**config.mk**
```make
export PLATFORM = sky130hd
export DESIGN_NAME = stepper_pulse_gen
export DESIGN_NICKNAME = d
export VERILOG_FILES = /design/src/rtl/stepper_pkg.sv /design/src/rtl/stepper_channel.sv /design/src/rtl/stepper_pulse_gen.sv
export SDC_FILE = /design/constraint.sdc
export NUM_CORES = 2
export LEC_CHECK = 0
export ABC_AREA = 1
export CAP_MARGIN = 20
export CORE_ASPECT_RATIO = 0.9
export CORE_MARGIN = 4
export CORE_UTILIZATION = 40
export CTS_BUF_LIST = sky130_fd_sc_hd__clkbuf_8
export DETAILED_ROUTE_END_ITERATION = 16
export GPL_ROUTABILITY_DRIVEN = 0
export GPL_TIMING_DRIVEN = 0
export HOLD_SLACK_MARGIN = 0.08
export PLACE_DENSITY = 0.69
export SYNTH_ARGS = -nofsm -noshare
export SYNTH_HDL_FRONTEND = slang
export SYNTH_HIERARCHICAL = 1
export SYNTH_SLANG_ARGS = --single-unit
export TNS_END_PERCENT = 1
```
**constraint.sdc**
```tcl
create_clock -name clk_clk -period 3.3 [get_ports clk_clk]
set_clock_uncertainty 0.15 [all_clocks]
set_input_delay 0.495 -clock clk_clk [delete_from_list [all_inputs] [get_ports clk_clk]]
set_output_delay 0.495 -clock clk_clk [all_outputs]
set_load 0.005 [all_outputs]
```
**src/rtl/stepper_pkg.sv**
```systemverilog
// Shared types, default widths and timing helpers for the step/direction pulse generator.
package stepper_pkg;

    typedef enum logic [1:0] {
        IDLE  = 2'd0,
        SETUP = 2'd1,
        PHIGH = 2'd2,
        PLOW  = 2'd3
    } state_e;

    localparam int unsigned DEF_N_CH          = 5;
    localparam int unsigned DEF_STEP_W        = 32;
    localparam int unsigned DEF_PERIOD_W      = 32;
    localparam int unsigned DEF_PULSE_CYC     = 50;
    localparam int unsigned DEF_DIR_SETUP_CYC = 20;

    // Shortest legal rise-to-rise spacing: equal high and low times.
    function automatic int unsigned min_period(input int unsigned pulse_cyc);
        return 2 * pulse_cyc;
    endfunction

    // Bits needed to count 0 .. n-1, never less than one.
    function automatic int unsigned cnt_width(input int unsigned n);
        return (n > 1) ? $clog2(n) : 1;
    endfunction

endpackage

```
**src/rtl/stepper_channel.sv**
```systemverilog
// One step/direction channel: endstop synchronizer, move FSM, setup/pulse/period counters
// and the remaining-steps counter.
module stepper_channel
    import stepper_pkg::*;
#(
    parameter int unsigned STEP_W        = DEF_STEP_W,
    parameter int unsigned PERIOD_W      = DEF_PERIOD_W,
    parameter int unsigned PULSE_CYC     = DEF_PULSE_CYC,
    parameter int unsigned DIR_SETUP_CYC = DEF_DIR_SETUP_CYC,
    parameter logic        HOME_DIR      = 1'b0
) (
    input  logic                clk,
    input  logic                rst_n,
    input  logic                load,
    input  logic [STEP_W-1:0]   steps,
    input  logic                dir,
    input  logic [PERIOD_W-1:0] period,
    input  logic                abort_all,
    input  logic                endstop_raw,
    input  logic                endstop_en,
    output logic                step_out,
    output logic                dir_out,
    output logic                busy,
    output logic [STEP_W-1:0]   remaining,
    output logic                hit
);

    localparam int unsigned         SETUP_W      = cnt_width(DIR_SETUP_CYC);
    localparam int unsigned         PULSE_W      = cnt_width(PULSE_CYC);
    localparam logic [SETUP_W-1:0]  SETUP_LAST   = SETUP_W'(DIR_SETUP_CYC - 1);
    localparam logic [PULSE_W-1:0]  PULSE_LAST   = PULSE_W'(PULSE_CYC - 1);
    localparam logic [PERIOD_W-1:0] PERIOD_FLOOR = PERIOD_W'(min_period(PULSE_CYC));

    state_e              state, state_nxt;
    logic                es_meta, es_sync;
    logic [SETUP_W-1:0]  setup_cnt;
    logic [PULSE_W-1:0]  pulse_cnt;
    logic [PERIOD_W-1:0] period_cnt, period_last, eff_period;
    logic                abort_pend, es_pend;
    logic                es_abort, abort_now, load_ok, load_reject, start;
    logic                rise, pulse_done, period_done;

    // Endstop only counts when the channel is heading toward it.
    assign es_abort    = endstop_en & es_sync & (dir_out == HOME_DIR);
    assign abort_now   = abort_all | es_abort;
    assign load_ok     = (state == IDLE) & load & ~abort_all;
    assign load_reject = endstop_en & es_sync & (dir == HOME_DIR);
    assign start       = load_ok & ~load_reject & (steps != '0);
    assign pulse_done  = (pulse_cnt == PULSE_LAST);
    assign period_done = (period_cnt == period_last);
    assign rise        = (state_nxt == PHIGH) & (state != PHIGH);
    assign eff_period  = (period < PERIOD_FLOOR) ? PERIOD_FLOOR : period;

    // NOTE: sequential state uses non-blocking assignments so every flop samples pre-edge values.
    always_ff @(posedge clk or negedge rst_n) begin
        if (!rst_n) state <= IDLE;
        else        state <= state_nxt;
    end

    // NOTE: state_nxt gets a default first, so no path through the case can infer a latch.
    always_comb begin
        state_nxt = state;
        unique case (state)
            IDLE:  if (start) state_nxt = SETUP;
            SETUP: begin
                if (abort_now)                    state_nxt = IDLE;
                else if (setup_cnt == SETUP_LAST) state_nxt = PHIGH;
            end
            // An abort during the high time waits for the pulse to finish: no runt pulses.
            PHIGH: if (pulse_done) state_nxt = (abort_now || abort_pend) ? IDLE : PLOW;
            PLOW: begin
                if (abort_now)        state_nxt = IDLE;
                else if (period_done) state_nxt = (remaining != '0) ? PHIGH : IDLE;
            end
            default: state_nxt = IDLE;
        endcase
    end

    always_comb begin
        step_out = (state == PHIGH);
        busy     = (state != IDLE);
    end

    always_ff @(posedge clk or negedge rst_n) begin
        if (!rst_n) begin
            es_meta     <= 1'b0;
            es_sync     <= 1'b0;
            setup_cnt   <= '0;
            pulse_cnt   <= '0;
            period_cnt  <= '0;
            period_last <= '0;
            abort_pend  <= 1'b0;
            es_pend     <= 1'b0;
            remaining   <= '0;
            hit         <= 1'b0;
            dir_out     <= 1'b0;
        end else begin
            es_meta    <= endstop_raw;
            es_sync    <= es_meta;
            setup_cnt  <= (state == SETUP) ? setup_cnt + 1'b1 : '0;
            pulse_cnt  <= (state == PHIGH) ? pulse_cnt + 1'b1 : '0;
            period_cnt <= (rise || state == IDLE) ? '0 : period_cnt + 1'b1;

            if (state == PHIGH) begin
                abort_pend <= abort_pend | abort_now;
                es_pend    <= es_pend | es_abort;
            end else begin
                abort_pend <= 1'b0;
                es_pend    <= 1'b0;
            end

            if (load_ok)   remaining <= steps;
            else if (rise) remaining <= remaining - 1'b1;

            if (load_ok && !load_reject) begin
                dir_out     <= dir;
                period_last <= eff_period - 1'b1;
            end

            if (load_ok)
                hit <= load_reject;
            else if ((state == SETUP || state == PLOW) && abort_now)
                hit <= es_abort;
            else if (state == PHIGH && pulse_done && (es_abort || es_pend))
                hit <= 1'b1;
        end
    end

endmodule

```
**src/rtl/stepper_pulse_gen.sv**
```systemverilog
// N-channel step/direction pulse generator: slices the packed command/status vectors
// and fans the shared abort out to independent channels.
module stepper_pulse_gen
    import stepper_pkg::*;
#(
    parameter int unsigned     N_CH          = DEF_N_CH,
    parameter int unsigned     STEP_W        = DEF_STEP_W,
    parameter int unsigned     PERIOD_W      = DEF_PERIOD_W,
    parameter int unsigned     PULSE_CYC     = DEF_PULSE_CYC,
    parameter int unsigned     DIR_SETUP_CYC = DEF_DIR_SETUP_CYC,
    parameter logic [N_CH-1:0] HOME_DIR      = '0
) (
    input  logic                       clk_clk,
    input  logic                       reset_reset_n,
    input  logic [N_CH-1:0]            cmd_load,
    input  logic [N_CH*STEP_W-1:0]     cmd_steps,
    input  logic [N_CH-1:0]            cmd_dir,
    input  logic [N_CH*PERIOD_W-1:0]   cmd_period,
    input  logic                       abort_all,
    input  logic [N_CH-1:0]            endstop_raw,
    input  logic [N_CH-1:0]            endstop_en,
    output logic [N_CH-1:0]            step_out,
    output logic [N_CH-1:0]            dir_out,
    output logic [N_CH-1:0]            busy,
    output logic [N_CH*STEP_W-1:0]     remaining,
    output logic [N_CH-1:0]            hit
);

    for (genvar i = 0; i < N_CH; i++) begin : g_ch
        stepper_channel #(
            .STEP_W        (STEP_W),
            .PERIOD_W      (PERIOD_W),
            .PULSE_CYC     (PULSE_CYC),
            .DIR_SETUP_CYC (DIR_SETUP_CYC),
            .HOME_DIR      (HOME_DIR[i])
        ) u_ch (
            .clk         (clk_clk),
            .rst_n       (reset_reset_n),
            .load        (cmd_load[i]),
            .steps       (cmd_steps[i*STEP_W +: STEP_W]),
            .dir         (cmd_dir[i]),
            .period      (cmd_period[i*PERIOD_W +: PERIOD_W]),
            .abort_all   (abort_all),
            .endstop_raw (endstop_raw[i]),
            .endstop_en  (endstop_en[i]),
            .step_out    (step_out[i]),
            .dir_out     (dir_out[i]),
            .busy        (busy[i]),
            .remaining   (remaining[i*STEP_W +: STEP_W]),
            .hit         (hit[i])
        );
    end

endmodule

```
**Word-level counts from Yosys, hierarchy flattened**

Index checks and enable logic that the tools add are counted.

- $add $sub $neg: 25
- Magnitude comparators: 5
- Eq/ne operators: 40
- Muxes and demuxes: 100
- Bitwise operators: 71
- Reduce and logical (&&, ||, !) cells: 75

Operator list:

| cell | count |
|---|---|
| 32-bit 2-to-1 mux | 20 |
| 32-bit nonzero test | 10 |
| 32-bit by 1-bit subtractor with 32-bit output (second input constant) | 10 |
| 32-bit by 1-bit adder with 32-bit output (second input constant) | 5 |
| 32-bit == test | 5 |
| 32-bit by 7-bit < comparator with 1-bit output (second input constant) | 5 |
| 2-bit 2-to-1 mux | 40 |
| 1-bit bitwise AND | 40 |
| 2-bit case mux with 4 select lines | 5 |
| 6-bit by 1-bit adder with 6-bit output (second input constant) | 5 |
| 2-bit == test (second input constant) | 15 |
| 6-bit == test (second input constant) | 5 |
| 6-bit 2-to-1 mux | 5 |
| 5-bit by 1-bit adder with 5-bit output (second input constant) | 5 |
| 5-bit == test (second input constant) | 5 |
| 1-bit 2-to-1 mux | 25 |
| 5-bit 2-to-1 mux | 5 |
| 1-bit logical AND | 20 |
| 1-bit logical OR | 20 |
| 2-bit nonzero test | 10 |
| 1-bit NOT | 16 |
| 1-bit OR | 15 |
| 3-bit nonzero test | 5 |
| 2-bit by 1-bit == test with 1-bit output (second input constant) | 5 |
| other kinds (3) | 15 |

- Register bits: 575
- Input bits: 343
- Output and inout bits: 180
- Word-level logic and storage cells: 376

**Logic depth before layout (Yosys ltp)**

- Word-level depth: 11
- Depth in mapped cells: 17
- Mapped depth without buffers: 16

**Cells and area by module**

The synthesis kept the hierarchy.

By module, submodules not included:

| module | instances | cells each | area an instance (sq um) | seq. area each (sq um) |
|---|---|---|---|---|
| stepper_channel at g_ch[1].u_ch ... | 3 | 1,139 | 7,843.8 | 2,877.8 |
| stepper_channel at g_ch[4].u_ch | 1 | 1,137 | 7,972.6 | 2,877.8 |
| stepper_channel at g_ch[0].u_ch | 1 | 1,138 | 7,803.7 | 2,877.8 |

**Worst setup path after synthesis**

No wires, ideal clock.

- Path kind: input -> register
- Start: in cmd_period[46]
- End: reg g_ch[1].u_ch.period_last[10]
- Library setup time: 0.134 ns
- Data arrival time: 2.170 ns
- Required time: 3.016 ns
- Slack: 0.846 ns
- Stages on the path: 15
- Path buffers: 1
- Path through: or2_1 nor2_1 nand2_1 nor2_1 nand2_1 buf_6 nand2_1 ha_1 nand3_1 nor2_1 nand2_2 nor2_2 nand2_1 nand3_1 o21ai_0

- Longest elaborated chain between the ends: 3

RTL lines:

| what | RTL line | text |
|---|---|---|
| start, declared | stepper_pulse_gen.sv:18 | `input logic [N_CH*PERIOD_W-1:0] cmd_period,` |
| 32-bit by 7-bit < comparator with 1-bit output | stepper_channel.sv:52 | `assign eff_period = (period < PERIOD_FLOOR) ? PERIOD_FLOOR : period;` |
| 32-bit 2-to-1 mux | stepper_channel.sv:52 |  |
| 32-bit by 1-bit subtractor with 32-bit output | stepper_channel.sv:117 | `period_last <= eff_period - 1'b1;` |
| end signal, assigned | stepper_channel.sv:117 |  |
| end, declared | stepper_channel.sv:38 | `logic [PERIOD_W-1:0] period_cnt, period_last, eff_period;` |

No other way between the ends.
A chain may end at the register's enable or synchronous reset.

**Worst setup path after layout**

- Start: reg g_ch[1].u_ch.state[0]
- End: out step_out[1]

- Longest elaborated chain between the ends: 1

RTL lines:

| what | RTL line | text |
|---|---|---|
| start, declared | stepper_channel.sv:34 | `state_e state, state_nxt;` |
| start signal, assigned | stepper_channel.sv:57 | `else state <= state_nxt;` |
| 2-bit == test | stepper_channel.sv:80 | `step_out = (state == PHIGH);` |
| end, declared | stepper_pulse_gen.sv:22 | `output logic [N_CH-1:0] step_out,` |

No other way between the ends.

==> flow_summary.toml <==
[run_status]
status = "finished clean"

[layout]
register_area_um2 = 14400
post_route_cells_drive_above_1_share_pct = 7.62
nFillCells = 9686
final_nets = 6703
final_core_util_pct = 50.2
area_growth_pct = 24.0
multi_input_comb_area_um2 = 21700

[routing]
via_per_inst = 5.19
drtIter0Drc = 3689
drtAntennaViolNets = 0
drc = 0
wl_per_cell_um = 17.0
vias = 39900
dr.pass1.iters = 6
wl_mm = 130

[synthesis]
synth_ff_type = "dfrtp_1"
yosysMostFrequentCell = "nand2_1"
netlist_area_um2 = 39300
avgSynthCellArea_um2 = 6.91
syn_inst = 5692
synth-edff-count = 0
ys_seq_elements = 575
yosysTopAreaCell = "dfrtp_1"
yosysWarnings = 6
synth_cell_types = 49
synth_commonest_cells = "1636 x nand2_1, 854 x nor2_1, 577 x inv_1"
async_reset_ff_share_pct = 100
synth_top_area_share_pct = 36.6
ys_seq_area_share_pct = 36.6
syn-num-nets = 6065
synthTopCellsByArea = "dfrtp_1 37%, nand2_1 16%, nor2_1 8.2%, nand3_1 6.1%, inv_1 5.5%"

[worst_setup_path]
arrival_ns = 2.44
required_ns = 2.65
cp-end-kind = "output port"
cp_max_fo = 8
critPathLaunchType = "flop"
path_class = "reg -> out"

[floorplan]
coreArea_um2 = 97000
rows = 108
die_h_um = 305
die_w_um = 338
dieArea_um2 = 103000
start_util_pct = 40.5
io-pin-count = 523

[sta]
holdWs_ns = 0.200
final-hold-violation-count = 0
tightest_slew_ns = 0.891
min_period_ns = 3.09
period_share_pct = 93.6
setup-violations-final = 0
rsz0062_at_grt = "false"
timing.fmax_mhz = 324
max-slew-margin-rel_pct = 40.0
slew_viol_final = 0

[clock_tree]
cts_buffer_depth = 3
clkLatencyLatePin_ns = 0.74
clock_sinks = 575
cts_buffers = 103
clk_root_buffer_cell = "clkbuf_8"
post-cts-setup-buffer-count = 0
clk_pin_slew_ns = 0.06
h-tree-depth = 3
cts_tree = "built"

[power]
swShare_pct = 39.2
power_density_nw_per_um2 = 647
power_frac_comb_pct = 39.2
seqPwrFrac_pct = 36.3
finalPower_mw = 31.5
vdd_drop_max_mv = 0.482
power_switching_mw = 12.4
intPower_mw = 19.2
pwr-share-clk_pct = 24.5
p_leak_nw = 21.6

[grt]
use_met3_pct = 5.15
grt_antenna_before_repair = 7
met2_usage_pct = 37.9
busiest_layer = "met2"
grt_usage_pct = 24.5
grt_pass1_wl_mm = 207
grt_overflow = 0
grt_pass1_vias = 38100
grt_use_met1_pct = 34.7
grt_max_degree = 116

[flow_run]
drv_cap = 0

[hold_path]
hp-class = "reg -> reg"

[placed_design]
numPortBuffers = 522
hpwl_mm = 103
[cells in the final DEF (no fill, tap or decap), types with 16 or more instances in the layout]
cell type	count
nand2_1	1636
nor2_1	853
inv_1	598
dfrtp_1	575
clkdlybuf4s50_1	520
nand3_1	483
xnor2_1	234
o21ai_0	186
xor2_1	171
nor3_1	170
clkbuf_8	138
nand4_1	121
nor2_2	90
nor4_1	84
a21oi_1	61
clkbuf_1	55
buf_6	38
a31oi_1	32
ha_1	30
o21ai_1	28
nor2_4	26
inv_2	25
buf_4	17
buf_2	17
nand2_2	16
o21bai_1	16
nand3_2	16
[power by group through the flow]
stage	registers, mW	logic, mW	clock network [mW]
4_1_cts	11.4	12.4	7.97
5_1_grt	11.7	13.9	8.29
6_report	11.4	12.4	7.73
2_1_floorplan	10.9	7.51	0
3_3_place_gp	11.5	12.1	0
3_5_place_dp	11.5	12.3	0
[worst max-delay path, stage by stage, from the launching register on]
cell,delay (ns)
dfrtp_1,0.35
buf_2,0.17
nor2_1,0.48
clkdlybuf4s50_1,0.71
[path summary, 6_finish.rpt]
check	from	cells past startpoint	end	slack [ns]
max	g_ch[1].u_ch/state[0]	3	step_out[1]	0.21
min	g_ch[0].u_ch/es_meta	0	g_ch[0].u_ch/es_sync	0.20
max reg2reg	g_ch[4].u_ch/state[0]	9	g_ch[4].u_ch/period_last[11]	0.40
min reg2reg	g_ch[0].u_ch/es_meta	0	g_ch[0].u_ch/es_sync	0.20
max in group asynchronous	reset_reset_n	5	g_ch[2].u_ch/period_last[2]	0.71
min in group asynchronous	reset_reset_n	2	g_ch[0].u_ch/period_last[2]	0.21
[state kept, by name (all words and copies together) (netlist names), 10 cells and up]
signal                 count
g_ch.u_ch/period_last    160
g_ch.u_ch/period_cnt     160
g_ch.u_ch/setup_cnt       25
g_ch.u_ch/state           10
g_ch.u_ch/pulse_cnt       30
g_ch.u_ch/remaining      160
[repair_timing]
item / CTS / global route
gates resized for setup: 0 / 2
hold buffers: 6 / 0
endpoints found under the hold margin: 107 / 0
endpoints found under the setup margin: 0 / 11
[area by class of cell]
cell class,instances,area share (%)
multi-input combinational,4369,44.6
sequential,575,29.5
timing repair buffer,533,11.1
inverter,607,4.68
clock buffer,137,3.87
tap,1265,3.25
buffer,141,1.89
clock inverter,53,1.06
antenna,4,0.0205
[stage by stage]
step                instances  setup TNS (ns)  worst slack (ns)  area (µm²)
floorplan                5692               0             0.846       39300
global placement         7479               -            -24.98       46100
detailed placement       7484          -18.59            -0.355       46300
CTS                      7680               0            0.0466       48700
global route             7683               0            0.0361       48700
finish                   7684               0             0.211       48700
[cells by family after synthesis]
| logic type | after synthesis | share of synthesized area [%] |
|---|---|---|
| xor+xnor | 405 | 9.02 |
| fa+ha+maj | 30 | 0.955 |
| buf+inv | 748 | 8.14 |
| compound gates | 342 | 4.70 |
| mux | 5 | 0.143 |
| simple gates | 3587 | 40.4 |
| flops | 575 | 36.6 |
[layer usage]
layer  vias up  wire length, µm
li1      19500                -
met1     18700            59300
met2      1522            56800
met3       245            10500
met4         0             3760
met5         -                0
(Power assumes the default switching activity.)
